$ cat config.mk
export PLATFORM = sky130hd
export DESIGN_NAME = instruction_cache
export DESIGN_NICKNAME = d
export VERILOG_FILES = /design/src/rtl/instruction_cache_pkg.sv /design/src/rtl/icache_line_array.sv /design/src/rtl/instruction_cache.sv
export SDC_FILE = /design/constraint.sdc
export NUM_CORES = 1
export LEC_CHECK = 0
export ABC_AREA = 0
export BUFFER_PORTS_ARGS = -buffer_cell sky130_fd_sc_hd__clkbuf_2
export CAP_MARGIN = 20
export CORE_MARGIN = 2
export CORE_UTILIZATION = 55
export CTS_CLUSTER_DIAMETER = 50
export DETAILED_ROUTE_END_ITERATION = 8
export PLACE_DENSITY = 0.81
export SLEW_MARGIN = 10
export SYNTH_ARGS = -nofsm -noshare
export SYNTH_HDL_FRONTEND = slang
export SYNTH_SLANG_ARGS = --single-unit
$ cat constraint.sdc
create_clock -name clk -period 12.5 [get_ports clk]
set_input_delay 3.75 -clock clk [delete_from_list [all_inputs] [get_ports clk]]
set_output_delay 3.75 -clock clk [all_outputs]
set_load 0.005 [all_outputs]
$ cat src/rtl/instruction_cache_pkg.sv
// Shared widths, state encoding and address-split helpers for the instruction cache.
package instruction_cache_pkg;

    localparam int OFFSET_W = 2;
    localparam int LINE_W   = 128;
    localparam int LADDR_W  = 28;

    typedef enum logic {
        S_IDLE     = 1'b0,
        S_ALLOCATE = 1'b1
    } state_t;

    function automatic int index_w(input int blocks);
        return $clog2(blocks);
    endfunction

    function automatic int tag_w(input int blocks);
        return LADDR_W - $clog2(blocks);
    endfunction

endpackage

$ cat src/rtl/icache_line_array.sv
// Valid/tag/data storage: combinational read by index, single write port.
module icache_line_array
    import instruction_cache_pkg::*;
#(
    parameter int  BLOCKS  = 8,
    localparam int INDEX_W = index_w(BLOCKS),
    localparam int TAG_W   = tag_w(BLOCKS)
) (
    input  logic               clk,
    input  logic               rst_n,
    input  logic [INDEX_W-1:0] rd_index,
    output logic               rd_valid,
    output logic [TAG_W-1:0]   rd_tag,
    output logic [LINE_W-1:0]  rd_line,
    input  logic               we,
    input  logic [INDEX_W-1:0] wr_index,
    input  logic [TAG_W-1:0]   wr_tag,
    input  logic [LINE_W-1:0]  wr_line
);

    logic [BLOCKS-1:0] valid;
    logic [TAG_W-1:0]  tags  [BLOCKS];
    logic [LINE_W-1:0] lines [BLOCKS];

    // Only valid bits need reset; tag/data are never read through an invalid line.
    always_ff @(posedge clk or negedge rst_n) begin
        if (!rst_n) begin
            valid <= '0;
        end else if (we) begin
            valid[wr_index] <= 1'b1;
        end
    end

    always_ff @(posedge clk) begin
        if (we) begin
            tags[wr_index]  <= wr_tag;
            lines[wr_index] <= wr_line;
        end
    end

    assign rd_valid = valid[rd_index];
    assign rd_tag   = tags[rd_index];
    assign rd_line  = lines[rd_index];

endmodule

$ cat src/rtl/instruction_cache.sv
// Direct-mapped read-only I-cache: same-cycle hits, stall while a whole line refills.
module instruction_cache
    import instruction_cache_pkg::*;
#(
    parameter int BLOCKS = 8,
    parameter int WORDS  = 4
) (
    input  logic               clk,
    input  logic               rst_n,
    input  logic               proc_read,
    input  logic [29:0]        proc_addr,
    output logic [31:0]        proc_rdata,
    output logic               proc_stall,
    output logic               mem_read,
    output logic [LADDR_W-1:0] mem_addr,
    input  logic [LINE_W-1:0]  mem_rdata,
    input  logic               mem_ready
);

    localparam int INDEX_W = index_w(BLOCKS);
    localparam int TAG_W   = tag_w(BLOCKS);
    localparam int WORD_W  = LINE_W / WORDS;

    state_t state, state_next;

    logic [OFFSET_W-1:0] offset;
    logic [INDEX_W-1:0]  index;
    logic [TAG_W-1:0]    tag;
    logic                rd_valid;
    logic [TAG_W-1:0]    rd_tag;
    logic [LINE_W-1:0]   rd_line;
    logic                hit;
    logic                miss;
    logic                we;

    assign offset = proc_addr[OFFSET_W-1:0];
    assign index  = proc_addr[OFFSET_W +: INDEX_W];
    assign tag    = proc_addr[29 -: TAG_W];

    icache_line_array #(.BLOCKS(BLOCKS)) u_lines (
        .clk      (clk),
        .rst_n    (rst_n),
        .rd_index (index),
        .rd_valid (rd_valid),
        .rd_tag   (rd_tag),
        .rd_line  (rd_line),
        .we       (we),
        .wr_index (mem_addr[INDEX_W-1:0]),
        .wr_tag   (mem_addr[LADDR_W-1 -: TAG_W]),
        .wr_line  (mem_rdata)
    );

    assign hit        = proc_read & rd_valid & (rd_tag == tag);
    assign proc_rdata = hit ? rd_line[WORD_W*offset +: WORD_W] : 32'h0;

    always_comb begin
        state_next = state;
        proc_stall = 1'b0;
        miss       = 1'b0;
        we         = 1'b0;
        case (state)
            S_IDLE: begin
                miss       = proc_read & ~hit;
                proc_stall = miss;
                if (miss) state_next = S_ALLOCATE;
            end
            S_ALLOCATE: begin
                proc_stall = 1'b1;
                if (mem_ready) begin
                    we         = 1'b1;
                    state_next = S_IDLE;
                end
            end
            default: state_next = S_IDLE;
        endcase
    end

    // The refill target is latched at miss time so address changes during ALLOCATE are harmless.
    always_ff @(posedge clk or negedge rst_n) begin
        if (!rst_n) begin
            state    <= S_IDLE;
            mem_read <= 1'b0;
            mem_addr <= '0;
        end else begin
            state <= state_next;
            if (miss) begin
                mem_read <= 1'b1;
                mem_addr <= proc_addr[29:OFFSET_W];
            end else if (we) begin
                mem_read <= 1'b0;
            end
        end
    end

endmodule

# Yosys cells after proc, flatten, opt, wreduce, memory -nomap -nowiden
# Memories as Yosys holds them, arrays and structs flattened.
# Index checks and enable logic that the tools add are counted.
[totals]
ff_bits = 38
latchBits = 0
mem_bits_rw = 1224
romBits = 0
input_bits = 162
out_inout_bits = 62
wordCells = 35
mem_count = 2
[classes]
n_addsub = 0
multipliers = 0
div_mod_pow = 0
order_cmp = 3
n_eq_ne = 1
shift = 1
n_mux = 16
n_bitwise = 6
n_reduce_logical = 2
[memory_table]
columns = ["memory", "words", "word_bits", "read_ports", "rd_ports_with_merged_regs", "write_ports", "line", "text"]
rows = [
  ["u_lines.lines", 8, 128, 1, 0, 1, "icache_line_array.sv:23", "logic [LINE_W-1:0] lines [BLOCKS];"],
  ["u_lines.tags", 8, 25, 1, 0, 1, "icache_line_array.sv:22", "logic [TAG_W-1:0] tags [BLOCKS];"],
]
[op_table]
columns = ["cell", "count"]
rows = [
  ["$shiftx A128 B8 Y32", 1],
  ["$mux W32", 1],
  ["$eq A25 B25 Y1", 1],
  ["$mux W1", 11],
  ["$lt A3 B4 Y1 const B", 2],
  ["$or A8 B8 Y8", 1],
  ["$pmux W1 S2", 2],
  ["$and A1 B1 Y1", 3],
  ["$bmux W1 S3", 1],
  ["$demux W1 S3", 1],
  ["$ge A3 B1 Y1 const B", 1],
  ["$not A1 Y1", 2],
  ["$reduce_bool A2 Y1", 1],
  ["$logic_and A1 B1 Y1", 1],
]

# Depth between registers and ports, before layout
# Gate-level depths: netlist of the first run.
[logic_depth]
word_depth = 8
ltp_mapped = 12

# Cells and area by module
# From an unflattened synthesis of the first run, not the netlist that was laid out.
[unflattened]
hier_cells = 1991
area_unflattened_um2 = 48818.1
[by_module_without_submodules]
columns = ["mod", "n_inst", "cells_each", "area_each_um2", "seq_area_each_um2"]
rows = [
  ["icache_line_array", 1, 1803, 46259.4, 36955.4],
  ["instruction_cache", 1, 188, 2558.7, 750.7],
]

# Least setup slack after synthesis of the first run
# OpenSTA, ideal clock, no wires.
[synth_path]
kind = "input -> register"
from = "input mem_ready"
to = "register u_lines.valid[0]"
t_arrival_ns = 15.404
required_ns = 12.369
path_slack_ns = -3.035
stages = 4
n_path_buf = 0
cell_sequence = "nand2_1 > or2_2 > nor3_1 > or2_2"
[synth_between]
elab_chain_len = 2
[synth_rtl]
columns = ["element", "line", "text"]
rows = [
  ["start: declaration", "instruction_cache.sv:17", "input logic mem_ready"],
  ["$mux W1", "instruction_cache.sv:69", "if (mem_ready) begin"],
  ["$mux W1", "instruction_cache.sv:61", "case (state)"],
  ["end signal: assignment", "icache_line_array.sv:28", "valid <= '0;"],
  ["end signal: indexed assignment", "icache_line_array.sv:30", "valid[wr_index] <= 1'b1;"],
  ["end: declaration", "icache_line_array.sv:21", "logic [BLOCKS-1:0] valid;"],
]
# Every way passes these cells.
# A chain may end at the register's enable or synchronous reset.

# Worst setup path in the final report of the first run
[layout_path]
from = "input proc_addr[3]"
to = "output proc_rdata[3]"
[layout_between]
elab_chain_len = 5
word_cells_on_any_way = 9
[layout_rtl]
columns = ["element", "line", "text"]
rows = [
  ["start: declaration", "instruction_cache.sv:11", "input logic [29:0] proc_addr,"],
  ["branches (longest 4 deep; another with $mem_v2 Z8 W128)", "-", ""],
  ["$mux W32 (*)", "instruction_cache.sv:54", "assign proc_rdata = hit ? rd_line[WORD_W*offset +: WORD_W] : 32'h0;"],
  ["end: declaration", "instruction_cache.sv:12", "output logic [31:0] proc_rdata,"],
]
# Mark *: on every way between the ends. The select of a mux whose other input is x is not followed.

==> results.cfg, run 1 <==
[run_status]
status = finished clean

[final_layout]
nets = 2469
design_area_um2 = 55300
fillers = 5528
final_common_cell = edfxtp_1
mostFrequentLayoutCells = 1224 x edfxtp_1, 337 x mux4_2, 219 x clkbuf_2, 135 x clkbuf_16, 86 x mux2i_1
syn2layout_area_growth_pct = 14.0
drive_above_1_share = 0.350
instances_no_fill = 3581

[yosys]
synth_edf_count = 1224
async_flop_share = 0.0301
synth_top_family_by_area = multiplexers
syn_area_um2 = 48500
synthXorXnorAreaFrac = 0.00163
synth.top_cell.area_share = 0.758
ys_warn_count = 0
synthTopCellsByArea = edfxtp_1 76%, mux4_2 16%, dfrtp_1 2.0%
netlist_instances = 2016
postSynthAreaPerCell_um2 = 24.0
synth_top_cell_by_area = edfxtp_1
synth_compound_area_frac = 0.00865
yosys_register_bits = 1262
synth_ff_type = edfxtp_1
synthSimpleGateAreaFrac = 0.0137
synth_fp_nets = 2178
yosys-mux-area-fraction = 0.188
seq_area_frac_synth = 0.778
synth_fa_ha_area_frac = 0
synth.distinct_cells = 51

[clock_tree]
cts_made_buffers = 131
cts_tree = done
cts_setup_buffers = 0
cts_hold_buffers = 0
clk_pin_slew_ns = 0.06
root_buffer = clkbuf_16
clockBufferDepth = 3
clock_sinks = 1262
htreeDepth = 4
cts.repair.resized = 0
clk_latency_ns = 0.72

[sta]
min_period_ns = 10.85
period_share = 0.868
worst_clock_skew_ns = 0.0272
max_freq_ghz = 0.0922
worst_pin_slew_ns = 1.13
setup_violations = 0
slew_headroom = 0.246
rsz0062_at_grt = false
setup_ws_ns = 1.65
hold_viol_final = 0
drv_slew = 0
tns_ns = 0

[setup_path]
crit_arrival_ns = 7.10
slowest_stage = buf_12
worstPathCellList = buf_8 -> buf_12 -> mux2i_1 -> a22oi_1 -> a21oi_1 -> o22ai_1 -> nor4_1 -> nand4_1 -> buf_4 -> nor2_1 -> clkbuf_2
critPathKind = input port to output port
start_kind = input port
cp_slowest_stage_delay_ns = 0.53
required_ns = 8.75
end_kind = output port
critical_path.max_fanout = 95

[placement]
place_ws_ns = 1.67
place_congestion = 0.801
dp_hpwl_mm = 56.7
place_area_um2 = 51000
dp.cells = 3329
portBuffers = 223

[global_routing]
overflow = 0
grt_antenna_before_repair = 31
first_global_vias = 23500
grt_pass1_wl_mm = 158
grt_usage = 0.243
grt_max_degree = 157

[route]
postRouteAntennaNets = 0
drc = 0
dr.max_layer_used = met5
vias = 22800
wire_per_inst_um = 30.1
viasPerCell = 6.36
wl_met1_mm = 41.9
dr.pass1.iters = 5
wl_met2_mm = 54.6
first_iter_violations = 2712
wirelength_mm = 108
wl_met3_mm = 8.81

[power]
leakagePower_nw = 18.0
p_comb_frac = 0.067
p_int_mw = 7.33
p_sw_frac = 0.219
p_per_area_nw_per_um2 = 170
ir_drop_uv = 142
p_clk_frac = 0.404
pwr-share-seq = 0.530
switchingPower_mw = 2.05

[floorplanning]
ioPinCount = 224
rows = 108
start_util = 0.557
die_h_um = 301
core_area_um2 = 87000
die_w_um = 301
dieArea_um2 = 90500

[flow_run]
cap_violations = 0

[min_path]
hold_class = register to register
## state kept, by name (all words and copies together) (netlist names)
register       count
u_lines.tags     200
state              1
mem_addr          28
u_lines.valid      8
mem_read           1
u_lines.lines   1024
## power groups by stage
stage | Clock, mW | Combinational (mW) | Sequential [mW]
5_1_grt | 4.01 | 0.666 | 4.98
3_5_place_dp | 0 | 0.627 | 5.05
6_report | 3.79 | 0.626 | 4.97
4_1_cts | 3.84 | 0.634 | 4.97
2_1_floorplan | 0 | 0.379 | 5.05
3_3_place_gp | 0 | 0.610 | 5.03
## cells in the mapped netlist, drive strengths merged (2+ instances only)
cell type	n
edfxtp	1224
o21ai	7
mux2	43
a22oi	11
nor2b	10
a21oi	2
clkbuf	48
o31ai	2
nor4bb	3
mux4	339
o22ai	8
or3	6
buf	51
mux2i	86
and2	2
nand3	3
a21o	3
nand2b	7
nor2	40
or4	2
and3b	2
a211oi	6
nand4	8
xnor2	3
nand3b	4
xor2	6
nand2	9
nor3	4
dfrtp	38
and3	2
a21bo	3
nor4	6
a22o	10
or2	9
## stage by stage
step / total power, mW / util / hold slack (ns)
2_1_floorplan: 5.43 / - / 0.434
4_1_cts: 9.44 / 0.635 / 0.467
3_5_place_dp: 5.68 / 0.586 / 0.452
5_1_grt: 9.65 / 0.635 / 0.488
6_report: 9.38 / 0.635 / 0.469
3_3_place_gp: 5.64 / 0.586 / 0.447
## critical path, delay by kind of cell
| kind | cells | cell delay [ns] |
|---|---|---|
| compound gates | 3 | 0.54 |
| mux | 1 | 0.26 |
| buf+inv | 4 | 1.47 |
| simple gates | 3 | 0.85 |
## logic make-up (layout without fill, tap and decap cells)
| logic type | Yosys count | in the layout |
|---|---|---|
| AO/OA/AOI/OAI | 56 | 56 |
| XOR/XNOR | 9 | 9 |
| buffers and inverters | 100 | 496 |
| flip-flops | 1262 | 1262 |
| multiplexers | 468 | 468 |
| other | 0 | 14 |
| AND/OR/NAND/NOR | 121 | 121 |
## path summary, 6_finish.rpt
check | cells after the start | slack [ns] | from | to
max | 11 | 1.65 | proc_addr[3] | proc_rdata[3]
max in group asynchronous | 2 | 8.96 | rst_n | u_lines.valid[4]
min reg2reg | 1 | 0.47 | u_lines.valid[7] | u_lines.valid[7]
min | 1 | 0.47 | u_lines.valid[7] | u_lines.valid[7]
min in group asynchronous | 2 | 3.11 | rst_n | mem_addr[18]
max reg2reg | 4 | 8.82 | state | u_lines.lines[5][70]
## cell type report
type | instances | area (µm²) | share of cell area
flip-flops and latches | 1262 | 37700 | 0.682
multi-input cells | 654 | 10300 | 0.187
clock buffers | 163 | 3490 | 0.0632
repair buffers | 257 | 1550 | 0.0281
well taps | 1155 | 1450 | 0.0262
clock inverters | 75 | 692 | 0.0125
diodes | 14 | 35.0 | 0.000634
inverters | 1 | 3.75 | 0.0000679
## routing by layer
metal  vias up  GRT usage
li1       9286          -
met1     12100      0.333
met2      1179      0.389
met3       186     0.0566
met4        28     0.0855
met5         -          0
No activity file was read; power rests on OpenSTA's default activity.
==> run 2, diff against run 1 <==
--- a/config.mk
+++ b/config.mk
@@ -8,10 +8,12 @@
 export ABC_AREA = 0
 export BUFFER_PORTS_ARGS = -buffer_cell sky130_fd_sc_hd__clkbuf_2
 export CAP_MARGIN = 20
+export CORE_ASPECT_RATIO = 1.1
 export CORE_MARGIN = 2
 export CORE_UTILIZATION = 55
 export CTS_CLUSTER_DIAMETER = 50
 export DETAILED_ROUTE_END_ITERATION = 8
+export MAX_ROUTING_LAYER = met4
 export PLACE_DENSITY = 0.81
 export SLEW_MARGIN = 10
 export SYNTH_ARGS = -nofsm -noshare
==> run 2 against run 1 <==
Die area is essentially flat; non-clock buffer count grew 5; worst hold slack gained 0.0038 ns; sequential power is essentially flat; first-iteration DRC count shrank 1.9%; via count shrank 0.18%; maximum frequency grew 2.0%; global-route usage grew 0.81 points; clock power is essentially flat; critical path depth shrank 4; sequential share of layout area is essentially flat.
==> results.cfg, run 2 (same netlist as run 1, synthesis figures left out) <==
[clock_tree]
clk_pin_slew_ns = 0.06
cts_setup_buffers = 0
cts_hold_buffers = 0
clock_sinks = 1262
root_buffer = clkbuf_16
cts.repair.resized = 0
clk_latency_ns = 0.72
clockBufferDepth = 3
cts_tree = done
cts_made_buffers = 121
htreeDepth = 3

[placement]
dp_hpwl_mm = 57.3
place_congestion = 0.850
place_ws_ns = 1.90
portBuffers = 223

[setup_path]
cp_slowest_stage_delay_ns = 0.76
worstPathCellList = buf_8 -> buf_4 -> mux4_2 -> mux4_2 -> mux2i_1 -> nor2_1 -> clkbuf_2
r2r-start = state
critical_path.max_fanout = 101
slowest_stage = buf_4
r2r_setup_slack_ns = 8.93
crit_top_cell = mux4_2
crit_arrival_ns = 6.88
start_kind = input port
required_ns = 8.75
end_kind = output port
critPathKind = input port to output port
worst_r2r_path_depth = 4
r2r-end = u_lines.lines[7][4]

[final_layout]
mostFrequentLayoutCells = 1224 x edfxtp_1, 337 x mux4_2, 219 x clkbuf_2, 122 x clkbuf_16, 86 x mux2i_1
multi_input_area_um2 = 10300
final-seq-area_um2 = 37700
final_common_cell = edfxtp_1
syn2layout_area_growth_pct = 14.0
fillers = 5648
drive_above_1_share = 0.355
nets = 2464
reg_top3 = u_lines.lines x1024, u_lines.tags x200, mem_addr x28
largest_register_ffs = 1024
largest-register = u_lines.lines

[sta]
rsz0062_at_grt = false
slew_headroom = 0.284
min_period_ns = 10.63
period_share = 0.851
tns_ns = 0
setup_ws_ns = 1.87
worst_pin_slew_ns = 1.07
worst_clock_skew_ns = 0.0557
max_freq_ghz = 0.0940
hold_viol_final = 0
setup_violations = 0
drv_slew = 0

[route]
postRouteAntennaNets = 0
wire_per_inst_um = 30.5
wirelength_mm = 110
dr.pass1.iters = 7
viasPerCell = 6.33
vias = 22700
drc = 0
first_iter_violations = 2660

[floorplanning]
die_w_um = 287
rows = 114
die_h_um = 315
start_util = 0.553
ioPinCount = 224
dieArea_um2 = 90500
core_area_um2 = 87600

[min_path]
min_to = u_lines.valid[6]
whs_path_depth = 1
hold_class = register to register
min_from = u_lines.valid[6]

[power]
leakagePower_nw = 18.1
ir_drop_uv = 122
p_per_area_nw_per_um2 = 169

[flow_run]
cap_violations = 0

[global_routing]
grt_pass1_wl_mm = 160
grt_max_degree = 131
overflow = 0
grt_antenna_before_repair = 24
first_global_vias = 23700
grt_usage = 0.251

[run_status]
status = finished clean
-- run 2: changes by cell type in the layout (fill, tap and decap cells not counted), sizes merged --
| cell | delta |
|---|---|
| clkinvlp | -2 |
| clkbuf | -23 |
| clkinv | +14 |
| inv | -6 |
| diode | +10 |
| buf | +4 |
| bufinv | +8 |
-- run 2: worst max-delay path by stage --
stage | start | end | cells past startpoint
floorplan | mem_ready | u_lines.valid[2] | 4
global placement | proc_addr[3] | proc_rdata[4] | 7
detailed placement | proc_addr[3] | proc_rdata[4] | 7
CTS | proc_addr[4] | proc_rdata[28] | 11
global route | proc_addr[3] | proc_rdata[11] | 10
finish | proc_addr[3] | proc_rdata[4] | 7
-- run 2: critical path, delay by kind of cell --
kind	cells	cell delay (ns)
mux	3	1.28
buf+inv	3	1.51
simple gates	1	0.08
-- run 2: per-layer routing --
| metal | track usage | up-vias | wire length, µm |
|---|---|---|---|
| li1 | - | 9273 | - |
| met1 | 0.330 | 12200 | 42600 |
| met2 | 0.399 | 1150 | 55800 |
| met3 | 0.0586 | 159 | 8930 |
| met4 | 0.0698 | 0 | 2330 |
| met5 | - | - | 0 |
-- run 2: cell type report --
class | instances | share of cell area
sequential | 1262 | 0.682
multi-input combinational | 654 | 0.187
clock buffer | 139 | 0.0568
timing repair buffer | 262 | 0.0280
tap | 1160 | 0.0263
clock inverter | 89 | 0.0186
antenna | 24 | 0.00109
inverter | 1 | 0.0000679
-- run 2: where the power goes --
group	switching [mW]	total, mW	internal (mW)
Combinational	0.351	0.620	0.269
Clock	1.60	3.77	2.17
Sequential	0.102	4.97	4.87
Total	2.05	9.36	7.31
-- run 2: metrics by stage --
| stage | cell area, µm² | power (mW) | instances | utilization | hold WS, ns |
|---|---|---|---|---|---|
| after floorplan | 48500 | 5.43 | 2016 | - | 0.434 |
| after global placement | 51000 | 5.63 | 3338 | 0.583 | 0.446 |
| after detailed placement | 51000 | 5.67 | 3338 | 0.583 | 0.456 |
| after CTS | 55200 | 9.42 | 3566 | 0.630 | 0.474 |
| after global routing | 55300 | 9.62 | 3591 | 0.631 | 0.481 |
| final | 55300 | 9.36 | 3591 | 0.631 | 0.473 |
